<file path="src/rtl/zxbus_pkg.sv">
// Shared constants for the ZX bus port front end:
// port address match values and one-hot FSM encoding.
package zxbus_pkg;

   localparam logic [7:0] PORT_LO = 8'hAB;
   localparam logic [5:0] PORT_HI = 6'h20;
   localparam logic [1:0] NO_PORT = 2'b00;

   typedef logic [5:0] state_t;

   localparam int S_IDLE     = 0;
   localparam int S_WR_SETUP = 1;
   localparam int S_WR_STB   = 2;
   localparam int S_WR_REL   = 3;
   localparam int S_RD_DRIVE = 4;
   localparam int S_WAIT_END = 5;

   localparam state_t IDLE     = 6'b000001;
   localparam state_t WR_SETUP = 6'b000010;
   localparam state_t WR_STB   = 6'b000100;
   localparam state_t WR_REL   = 6'b001000;
   localparam state_t RD_DRIVE = 6'b010000;
   localparam state_t WAIT_END = 6'b100000;

endpackage

</file>
<file path="src/rtl/zxbus_sync.sv">
// Two-flop synchroniser for active-low bus strobes;
// resets to the inactive (high) level.
module zxbus_sync #(
   parameter int W = 1
) (
   input  logic         clk,
   input  logic         rst_n,
   input  logic [W-1:0] d,
   output logic [W-1:0] q
);

   logic [W-1:0] s1;

   // Double-register the asynchronous inputs into clk
   always_ff @(posedge clk or negedge rst_n) begin
      if (!rst_n) begin
         s1 <= '1;
         q  <= '1;
      end else begin
         s1 <= d;
         q  <= s1;
      end
   end

endmodule

</file>
<file path="src/rtl/zxbus_port_ctrl.sv">
// Z80-side front end for ports #81AB/#82AB/#83AB:
// strobe sync, address decode, write strobe and read drive.
module zxbus_port_ctrl #(
   parameter logic [7:0] PORT_LO   = zxbus_pkg::PORT_LO,
   parameter logic [5:0] PORT_HI   = zxbus_pkg::PORT_HI,
   parameter int         WRSTB_CYC = 2
) (
   input  logic        clk,
   input  logic        rst_n,
   input  logic [15:0] za,
   input  logic [7:0]  zd_in,
   input  logic        ziorq_n,
   input  logic        zrd_n,
   input  logic        zwr_n,
   input  logic        zm1_n,
   output logic        wrstb_n,
   output logic        wrena,
   output logic [1:0]  addr,
   output logic [7:0]  wrdata,
   input  logic [7:0]  rddata,
   output logic [7:0]  zd_out,
   output logic        zd_oe,
   output logic        iorqge,
   output logic        busy
);

   import zxbus_pkg::*;

   logic [3:0] sync_q;
   logic       iorq_s;
   logic       rd_s;
   logic       wr_s;
   logic       m1_s;
   logic       io_rd;
   logic       io_wr;
   logic       hit;
   logic       stb_last;
   logic [2:0] cnt;
   state_t     state;
   state_t     nxt;

   zxbus_sync #(.W(4)) u_sync (
      .clk   (clk),
      .rst_n (rst_n),
      .d     ({zm1_n, zwr_n, zrd_n, ziorq_n}),
      .q     (sync_q)
   );

   assign iorq_s   = sync_q[0];
   assign rd_s     = sync_q[1];
   assign wr_s     = sync_q[2];
   assign m1_s     = sync_q[3];
   // M1 low with IORQ is an interrupt acknowledge, never a port access
   assign io_rd    = !iorq_s && !rd_s && m1_s;
   assign io_wr    = !iorq_s && !wr_s && m1_s;
   assign hit      = (za[7:0] == PORT_LO) && (za[15:10] == PORT_HI)
                  && (za[9:8] != NO_PORT);
   assign stb_last = (cnt == 3'(WRSTB_CYC - 1));

   // State register
   always_ff @(posedge clk or negedge rst_n) begin
      if (!rst_n) state <= IDLE;
      else        state <= nxt;
   end

   // Next-state decode
   always_comb begin
      nxt = state;
      unique case (1'b1)
         state[S_IDLE]: begin
            if (io_rd && io_wr) nxt = WAIT_END;
            else if (io_wr)     nxt = hit ? WR_SETUP : WAIT_END;
            else if (io_rd)     nxt = hit ? RD_DRIVE : WAIT_END;
         end
         state[S_WR_SETUP]: nxt = WR_STB;
         state[S_WR_STB]:   if (stb_last) nxt = WR_REL;
         state[S_WR_REL]:   nxt = WAIT_END;
         state[S_RD_DRIVE]: if (!io_rd) nxt = IDLE;
         state[S_WAIT_END]: if (iorq_s && rd_s && wr_s) nxt = IDLE;
         default:           nxt = IDLE;
      endcase
   end

   // Strobe/enable outputs straight from one-hot state bits
   always_comb begin
      wrstb_n = !state[S_WR_STB];
      wrena   = state[S_WR_SETUP] | state[S_WR_STB] | state[S_WR_REL];
      zd_oe   = state[S_RD_DRIVE];
      busy    = !state[S_IDLE];
   end

   // Captured address/data, read data, claim flag and strobe counter
   always_ff @(posedge clk or negedge rst_n) begin
      if (!rst_n) begin
         addr   <= NO_PORT;
         wrdata <= '0;
         zd_out <= '0;
         iorqge <= 1'b0;
         cnt    <= '0;
      end else begin
         if (state[S_IDLE] && (nxt[S_WR_SETUP] || nxt[S_RD_DRIVE])) begin
            addr   <= za[9:8];
            iorqge <= 1'b1;
         end
         if (state[S_IDLE] && nxt[S_WR_SETUP]) wrdata <= zd_in;
         if (state[S_WR_STB]) cnt <= cnt + 3'd1;
         else                 cnt <= '0;
         if (state[S_RD_DRIVE] && io_rd) zd_out <= rddata;
         if (!state[S_IDLE] && nxt[S_IDLE]) iorqge <= 1'b0;
      end
   end

endmodule
</file>
<file path="config.mk">
export PLATFORM = sky130hd
export DESIGN_NAME = zxbus_port_ctrl
export DESIGN_NICKNAME = d
export VERILOG_FILES = /design/src/rtl/zxbus_pkg.sv /design/src/rtl/zxbus_sync.sv /design/src/rtl/zxbus_port_ctrl.sv
export SDC_FILE = /design/constraint.sdc
export NUM_CORES = 1
export LEC_CHECK = 0
export CAP_MARGIN = 10
export CORE_MARGIN = 2
export CORE_UTILIZATION = 45
export DETAILED_ROUTE_END_ITERATION = 8
export GPL_TIMING_DRIVEN = 0
export PLACE_DENSITY = 0.91
export SYNTH_ARGS = -nofsm -noshare
export SYNTH_HDL_FRONTEND = slang
export SYNTH_SLANG_ARGS = --single-unit
</file>
<file path="constraint.sdc">
create_clock -name clk -period 2.5 [get_ports clk]
set_input_delay 0.375 -clock clk [delete_from_list [all_inputs] [get_ports clk]]
set_output_delay 0.375 -clock clk [all_outputs]
set_load 0.05 [all_outputs]
</file>
### Yosys cells after proc, flatten, opt, wreduce, memory -nomap -nowiden

Index checks and enable logic that the tools add are counted.

| operators by class | value |
|---|---|
| $add $sub $neg | 1 |
| eq/ne operators | 3 |
| multiplexer cells | 12 |
| bitwise operators | 2 |
| reduce and logical (&&, ||, !) cells | 21 |

Operators with widths:

| kind | number |
|---|---|
| $mux W6 | 6 |
| $pmux W6 S6 | 1 |
| $logic_and A1 B1 Y1 | 13 |
| $eq A8 B8 Y1 const B | 1 |
| $eq A6 B6 Y1 const B | 1 |
| $logic_not A1 Y1 | 5 |
| $mux W5 | 1 |
| $mux W4 | 1 |
| $reduce_bool A2 Y1 | 2 |
| $add A3 B1 Y3 const B | 1 |
| $eq A3 B1 Y1 const B | 1 |
| $mux W3 | 1 |
| $mux W1 | 2 |
| $or A1 B1 Y1 | 2 |
| $logic_or A1 B1 Y1 | 1 |

| storage, ports and cells | value |
|---|---|
| bits in registers | 36 |
| output and inout bits | 23 |
| logic and storage cells | 47 |

### Depth between registers and ports, before layout

Gate-level depths: netlist of the first run.

| logic depth | value |
|---|---|
| depth after elaboration | 12 |
| mapped depth | 4 |
| gate-level depth less buffers | 4 |

### Cells and area by module

A second synthesis of the first run with hierarchy kept.

| unflattened totals | value |
|---|---|
| cells, all modules | 99 |
| area total of the unflattened synthesis | 1437.6 µm² |

By module, submodules not included:

| module | instances | cells an instance | area each (µm²) |
|---|---|---|---|
| zxbus_port_ctrl | 1 | 91 | 1227.4 |
| zxbus_sync | 1 | 8 | 210.2 |

### Worst setup path before layout of the first run

OpenSTA, ideal clock, no wires.

| path | value |
|---|---|
| path type | register -> register |
| from | reg state[3] |
| to | reg iorqge |
| setup time | 0.118 ns |
| arrival time | 1.503 ns |
| required time | 2.382 ns |
| setup slack | 0.879 ns |
| stages on the path, launching flop included | 5 |
| clock period less this slack | 1.621 ns |
| cell sequence | dfrtp_1 or3_1 a2bb2oi_1 a21o_1 a21o_1 |

| on the way | value |
|---|---|
| longest elaborated chain between the ends | 4 |
| elaborated cells on any way between the ends | 6 |
| those cells by class | 2 x mux; 4 x reduce/logical |

Ends and longest elaborated chain:

| element | line | text |
|---|---|---|
| from (decl) | zxbus_port_ctrl.sv:39 | `state_t state;` |
| from (signal assigned) | zxbus_port_ctrl.sv:63 | `else state <= nxt;` |
| $pmux W6 S6 * | zxbus_port_ctrl.sv:69 | `unique case (1'b1)` |
| $logic_or A1 B1 Y1 | zxbus_port_ctrl.sv:101 | `if (state[S_IDLE] && (nxt[S_WR_SETUP] \|\| nxt[S_RD_DRIVE])) begin` |
| $logic_and A1 B1 Y1 | zxbus_port_ctrl.sv:101 |  |
| $reduce_bool A2 Y1 (no line) | n/a |  |
| to (signal assigned) | zxbus_port_ctrl.sv:98 | `iorqge <= 1'b0;` |
| to (signal assigned) | zxbus_port_ctrl.sv:103 | `iorqge <= 1'b1;` |
| to (signal assigned) | zxbus_port_ctrl.sv:109 | `if (!state[S_IDLE] && nxt[S_IDLE]) iorqge <= 1'b0;` |
| to (decl) | zxbus_port_ctrl.sv:23 | `output logic iorqge,` |

Every way passes the cells marked *; elsewhere a longest branch is shown, timed or not.
A chain may end at the register's enable or synchronous reset.

### Worst setup path in the final report of the first run

| path | value |
|---|---|
| from | reg state[2] |
| to | out wrena |

| on the way | value |
|---|---|
| longest elaborated chain between the ends | 2 |

Ends and longest elaborated chain:

| element | line | text |
|---|---|---|
| $or A1 B1 Y1 (2 in series) | zxbus_port_ctrl.sv:87 | `wrena = state[S_WR_SETUP] \| state[S_WR_STB] \| state[S_WR_REL];` |
| to (decl) | zxbus_port_ctrl.sv:17 | `output logic wrena,` |

No other way between the ends.

==> results of run 1 <==
[through the flow]
step                      utilization  worst slack (ps)
after floorplan                     -               879
after global placement          0.691               388
after detailed placement        0.689               309
after CTS                       0.707               248
after global routing            0.707               220
final                           0.707               263
[worst min-delay path by stage]
stage                       from          end  slack, ps  cells after the start
floorplan                  rst_n      addr[0]         80                      0
global placement    u_sync.s1[0]  u_sync.q[0]        350                      0
detailed placement  u_sync.s1[1]  u_sync.q[1]        350                      0
CTS                        rst_n       cnt[0]        110                      1
global route               rst_n    wrdata[5]        140                      1
finish                     rst_n    wrdata[5]         90                      1
[power groups by stage]
stage	clock (mW)	combinational, mW	sequential [mW]
3_5_place_dp	0	0.173	0.645
5_1_grt	0.334	0.180	0.638
4_1_cts	0.306	0.173	0.634
6_report	0.299	0.172	0.636
3_3_place_gp	0	0.167	0.640
2_1_floorplan	0	0.0699	0.643
[worst max-delay path: stages, from the launching register on]
cell and delay [ps]:
dfrtp_1 410, or3_1 380, clkdlybuf4s50_1 720
[metal layers]
metal	wire [um]	vias to the layer above
li1	-	491
met1	1180	528
met2	1760	32
met3	206	9
met4	96	0
met5	0	-
[cell usage in the layout, fill, tap and decap left out, types with 2 or more instances in the layout]
| master | instances |
|---|---|
| clkdlybuf4s50_1 | 59 |
| dfrtp_1 | 27 |
| mux2_2 | 10 |
| dfstp_2 | 9 |
| mux2_1 | 8 |
| inv_1 | 5 |
| nor2_1 | 5 |
| clkbuf_4 | 5 |
| nand3_1 | 4 |
| a21o_1 | 3 |
| nor4b_4 | 2 |
| nand4_2 | 2 |
| buf_2 | 2 |
| nand2_1 | 2 |
| or3_1 | 2 |
| ha_1 | 2 |
[registers in the layout (all words and copies together), names as in the netlist]
register / count
u_sync.q: 4
cnt: 3
zd_out: 8
state: 6
wrdata: 8
addr: 2
u_sync.s1: 4
iorqge: 1
[cells in the mapped netlist (2+ instances only)]
cell type / number / area, um^2
nor2_1: 5 / 18.8
dfrtp_1: 27 / 676
nand2_1: 2 / 7.51
ha_1: 2 / 25.0
nor4b_4: 2 / 47.6
mux2_1: 8 / 90.1
nand3_1: 4 / 20.0
dfstp_2: 9 / 236
nand4_2: 2 / 25.0
mux2_2: 10 / 113
a21o_1: 3 / 22.5
or3_1: 2 / 12.5
inv_1: 5 / 18.8
[cell type report]
| class | count | area share |
|---|---|---|
| tap | 44 | 0.0253 |
| buffer | 1 | 0.00230 |
| clock buffer | 6 | 0.0190 |
| clock inverter | 2 | 0.00575 |
| multi-input combinational | 58 | 0.246 |
| inverter | 5 | 0.00863 |
| sequential | 36 | 0.419 |
| timing repair buffer | 60 | 0.274 |
[logic make-up (layout without fill, tap and decap cells)]
| kind of cell | count (synthesis) | count (layout) |
|---|---|---|
| AOI/OAI and AO/OA | 10 | 10 |
| xor gates and xnor gates | 2 | 2 |
| adders and majority gates | 3 | 3 |
| buffers and inverters | 6 | 74 |
| DFF | 36 | 36 |
| muxes | 18 | 18 |
| and+or+nand+nor | 25 | 25 |
==> flow_metrics.py, run 1 <==
metrics = {
    "power_and_ir_drop": {
        "p_switching_mw": 0.294,
        "p_clk_frac": 0.270,
        "peakVddDrop_v": 0.000496,
        "p_int_mw": 0.812,
        "leakagePower_nw": 0.998,
        "comb_power_share": 0.155,
        "powerDensity_mw_per_mm2": 509,
        "switching_share": 0.266,
        "p_seq_frac": 0.575,
        "p_total_mw": 1.11,
    },
    "detailed_routing": {
        "wl_per_cell_um": 15.3,
        "ant_nets": 0,
        "dr.pass1.iters": 2,
        "drt_iter0_drc": 14,
        "vias": 1060,
        "drt_wl_total_mm": 3.24,
        "avgViaCountPerCell": 5.00,
        "drc_errors": 0,
    },
    "global_routing": {
        "grt_util_met2": 0.334,
        "grt_overflow": 0,
        "grt_start_max_net_pins": 37,
        "met3_usage": 0.0441,
        "antenna_found_initial": 0,
        "grt_usage": 0.192,
        "grt_pass1_wl_mm": 4.92,
        "grtUsageMet1": 0.208,
        "top_usage_layer": "met2",
        "grt_pass1_vias": 1113,
    },
    "placement": {
        "place_inst": 204,
        "port_buffers": 60,
        "placed_area_mm2": 0.00212,
        "dp_hpwl_mm": 2.58,
        "place_congestion": 0.811,
    },
    "cells_and_area": {
        "layout-drive-gt1-share": 0.220,
        "finalNetCount": 207,
        "finalNonFillerCells": 212,
        "seqCellArea_um2": 912,
        "multiInputGateArea_um2": 536,
        "diodes": 0,
        "fill_cells": 216,
        "final_area_mm2": 0.00218,
        "syn2layout_area_growth_pct": 47.9,
    },
    "sta": {
        "min_period_ps": 2240,
        "skew_ps": 14.8,
        "final-hold-violation-count": 0,
        "hold_slack_ps": 87.4,
        "clock.fmax_mhz": 447,
        "period_share": 0.895,
        "setup_violations": 0,
        "fin_setup_tns_ps": 0,
        "rsz0062_at_grt": "false",
        "slew_viol_final": 0,
        "worstMarginPinSlew_ps": 774,
        "relSlewSlack": 0.484,
    },
    "setup_path": {
        "r2r-start": "state[0]",
        "r2r_setup_slack_ps": 780,
        "arrival_ps": 1860,
        "reg2regPathDepth": 4,
        "critPathCapture": "wrena",
        "startpoint_type": "register",
        "worstPathMaxFanout": 3,
        "cp-startpoint": "state[2]",
        "setup.worst_path.end_class": "primary output",
        "r2r_end": "wrdata[1]",
        "required_ps": 2120,
        "crit_type": "register to primary output",
    },
    "min_path": {
        "hold_path.class": "input pin to asynchronous set/reset pin",
    },
    "clock_tree": {
        "clk_path_buf_depth": 2,
        "root_buffer": "clkbuf_4",
        "postCtsSetupBuffers": 0,
        "clkSinkCount": 36,
        "numCtsBuffers": 5,
        "insertion_delay_ps": 350,
        "cts_hold_buf": 0,
        "cts_tree": "yes",
        "post_cts_resize_count": 0,
        "clk_transition_reported_paths_ps": 110,
        "cts_max_level": 2,
    },
    "synth": {
        "synth_top_family_by_area": "multiplexers",
        "synth_compound_area_frac": 0.0553,
        "ys_async_sr_fraction": 1.00,
        "yosys_warnings": 0,
        "synth-xor-area-share": 0.0119,
        "synth_fa_ha_area_frac": 0.0247,
        "syn_inst": 100,
        "synth_nets": 140,
        "syn-cell-area_mm2": 0.00147,
        "synth.distinct_cells": 32,
        "synth_mux_area_frac": 0.138,
        "synth-edff-count": 0,
        "ys_seq_elements": 36,
        "synth_top_flop_cell": "dfrtp_1",
        "ys_seq_area_frac": 0.620,
        "syn_area_per_cell_um2": 14.7,
        "synthSimpleGateAreaFrac": 0.134,
    },
    "floorplan": {
        "start_util": 0.478,
        "die_h_um": 61.2,
        "die_width_um": 61.2,
        "coreArea_mm2": 0.00308,
        "rows": 20,
        "dieArea_mm2": 0.00374,
        "ios": 61,
    },
    "status": {
        "status": "completed",
    },
    "run": {
        "maxCapViolations": 0,
    },
}
Note: power is estimated with default switching activity, not from simulation.
==> run 2, diff against run 1 <==
- CORE_ASPECT_RATIO: unset -> 0.5
- CORE_UTILIZATION: 45 -> 38
- PLACE_DENSITY: 0.91 -> 0.82
- clock period: 2.5 -> 2 ns (I/O delays scaled with it)
==> run 2 against run 1 <==
Combinational power is 22% higher. Die area is 18% higher. Clock skew is 8.0 ps lower. Critical endpoint is now busy. Largest power group unchanged.
==> flow_metrics.py, run 2 (same netlist as run 1, synthesis figures left out) <==
metrics = {
    "sta": {
        "min_period_ps": 1900,
        "fin_ws_ps": 99.7,
        "period_share": 0.950,
        "slew_viol_final": 0,
        "hold_slack_ps": 92.0,
        "relSlewSlack": 0.489,
        "clock.fmax_mhz": 526,
        "final-hold-violation-count": 0,
        "worstMarginPinSlew_ps": 767,
        "skew_ps": 6.82,
        "setup_violations": 0,
        "rsz0062_at_grt": "false",
    },
    "clock_tree": {
        "cts_tree": "yes",
        "clk_path_buf_depth": 2,
        "postCtsSetupBuffers": 0,
        "clk_transition_reported_paths_ps": 80,
        "insertion_delay_ps": 280,
        "cts_hold_buf": 0,
        "numCtsBuffers": 5,
        "root_buffer": "clkbuf_8",
        "clkSinkCount": 36,
        "cts_max_level": 2,
    },
    "placement": {
        "placed_area_mm2": 0.00213,
        "place_congestion": 0.801,
        "port_buffers": 60,
        "dpl_worst_slack_ps": -160,
        "dp_hpwl_mm": 2.33,
    },
    "detailed_routing": {
        "drc_errors": 0,
        "wl_per_cell_um": 14.0,
        "drt_iter0_drc": 81,
        "vias": 1052,
        "avgViaCountPerCell": 4.80,
        "drt_wl_total_mm": 3.07,
        "ant_nets": 0,
        "dr.pass1.iters": 4,
    },
    "setup_path": {
        "arrival_ps": 1600,
        "r2r_setup_slack_ps": 260,
        "critPathBufInv": 2,
        "startpoint_type": "register",
        "crit_type": "register to primary output",
        "r2r-start": "state[0]",
        "slowest_stage": "clkdlybuf4s50_1",
        "cp-startpoint": "state[0]",
        "path_cells": "inv_1, clkdlybuf4s50_1",
        "r2r_end": "wrdata[2]",
        "worstPathMaxFanout": 5,
        "cpPeakStageDelay_ps": 690,
        "required_ps": 1700,
        "reg2regPathDepth": 4,
        "setup.worst_path.end_class": "primary output",
        "critical_path.top_delay_family": "buffers and inverters",
    },
    "power_and_ir_drop": {
        "leakagePower_nw": 1.02,
        "p_total_mw": 1.54,
        "peakVddDrop_v": 0.000539,
        "powerDensity_mw_per_mm2": 689,
    },
    "cells_and_area": {
        "syn2layout_area_growth_pct": 51.5,
        "finalNetCount": 207,
        "fin_util": 0.625,
        "reg_top3": "wrdata (8), zd_out (8), state (6)",
        "final_cell_mix": "57 x clkdlybuf4s50_1, 27 x dfrtp_1, 10 x mux2_2, 9 x dfstp_2, 8 x mux2_1",
        "final_common_cell": "clkdlybuf4s50_1",
        "seqCellArea_um2": 912,
        "multiInputGateArea_um2": 536,
        "final_area_mm2": 0.00223,
        "layout-drive-gt1-share": 0.226,
        "diodes": 0,
        "fill_cells": 284,
    },
    "global_routing": {
        "antenna_found_initial": 0,
        "grt_usage": 0.151,
        "grt_overflow": 0,
        "grt_pass1_wl_mm": 4.93,
        "grt_pass1_vias": 1056,
        "grt_start_max_net_pins": 37,
    },
    "floorplan": {
        "die_width_um": 92,
        "start_util": 0.413,
        "ios": 61,
        "die_h_um": 48,
        "coreArea_mm2": 0.00357,
        "dieArea_mm2": 0.00442,
        "rows": 15,
    },
    "status": {
        "status": "completed",
    },
    "min_path": {
        "hold_path.class": "input pin to asynchronous set/reset pin",
    },
    "run": {
        "maxCapViolations": 0,
    },
}
## run 2: changes by cell type in the layout (fill, tap and decap cells not counted), sizes merged
cell,delta
clkdlybuf4s50,-2
clkinv,-1
clkinvlp,+1
dlygate4sd2,+1
dlymetal6s2s,+1
## run 2: area by class of cell
cell class / count / area share
flip-flops and latches: 36 / 0.409
repair buffers: 60 / 0.268
clock buffers: 6 / 0.0370
clock inverters: 2 / 0.00673
inverters: 5 / 0.00842
plain buffers: 1 / 0.00224
multi-input cells: 58 / 0.240
well taps: 51 / 0.0286
## run 2: how the worst max path moves through the flow
stage,endpoint,depth (start not counted)
2_1_floorplan,iorqge,4
3_3_place_gp,wrdata[3],5
3_5_place_dp,wrdata[2],5
4_1_cts,wrstb_n,2
5_1_grt,wrdata[6],5
6_report,busy,2
## run 2: through the flow
step | setup TNS (ps) | instances
5_1_grt | 0 | 219
3_3_place_gp | -2950 | 211
3_5_place_dp | -1490 | 211
2_1_floorplan | 0 | 100
6_report | 0 | 219
4_1_cts | 0 | 219
## run 2: power by group
group          switching, mW  internal, mW  leakage, nW
sequential            0.0261         0.766        0.465
clock                  0.255         0.279       0.0434
combinational         0.0954         0.114        0.509
## run 2: what timing repair did
| item | in CTS | in global routing |
|---|---|---|
| resized for setup | 1 | 1 |
| pin swaps | 0 | 0 |
| hold endpoints to repair | 0 | 0 |
| setup endpoints to repair | 1 | 1 |
## run 2: worst register-to-register path: cells and delay by family, from the launching register on
family | cells | cell delay (ps)
and+or+nand+nor | 3 | 700
DFF | 1 | 570
muxes | 1 | 360
## run 2: per-layer routing
metal	routed length, um	global-route usage
met5	0	0
met4	42	0.0716
met3	233	0.0567
met2	1480	0.260
met1	1310	0.176
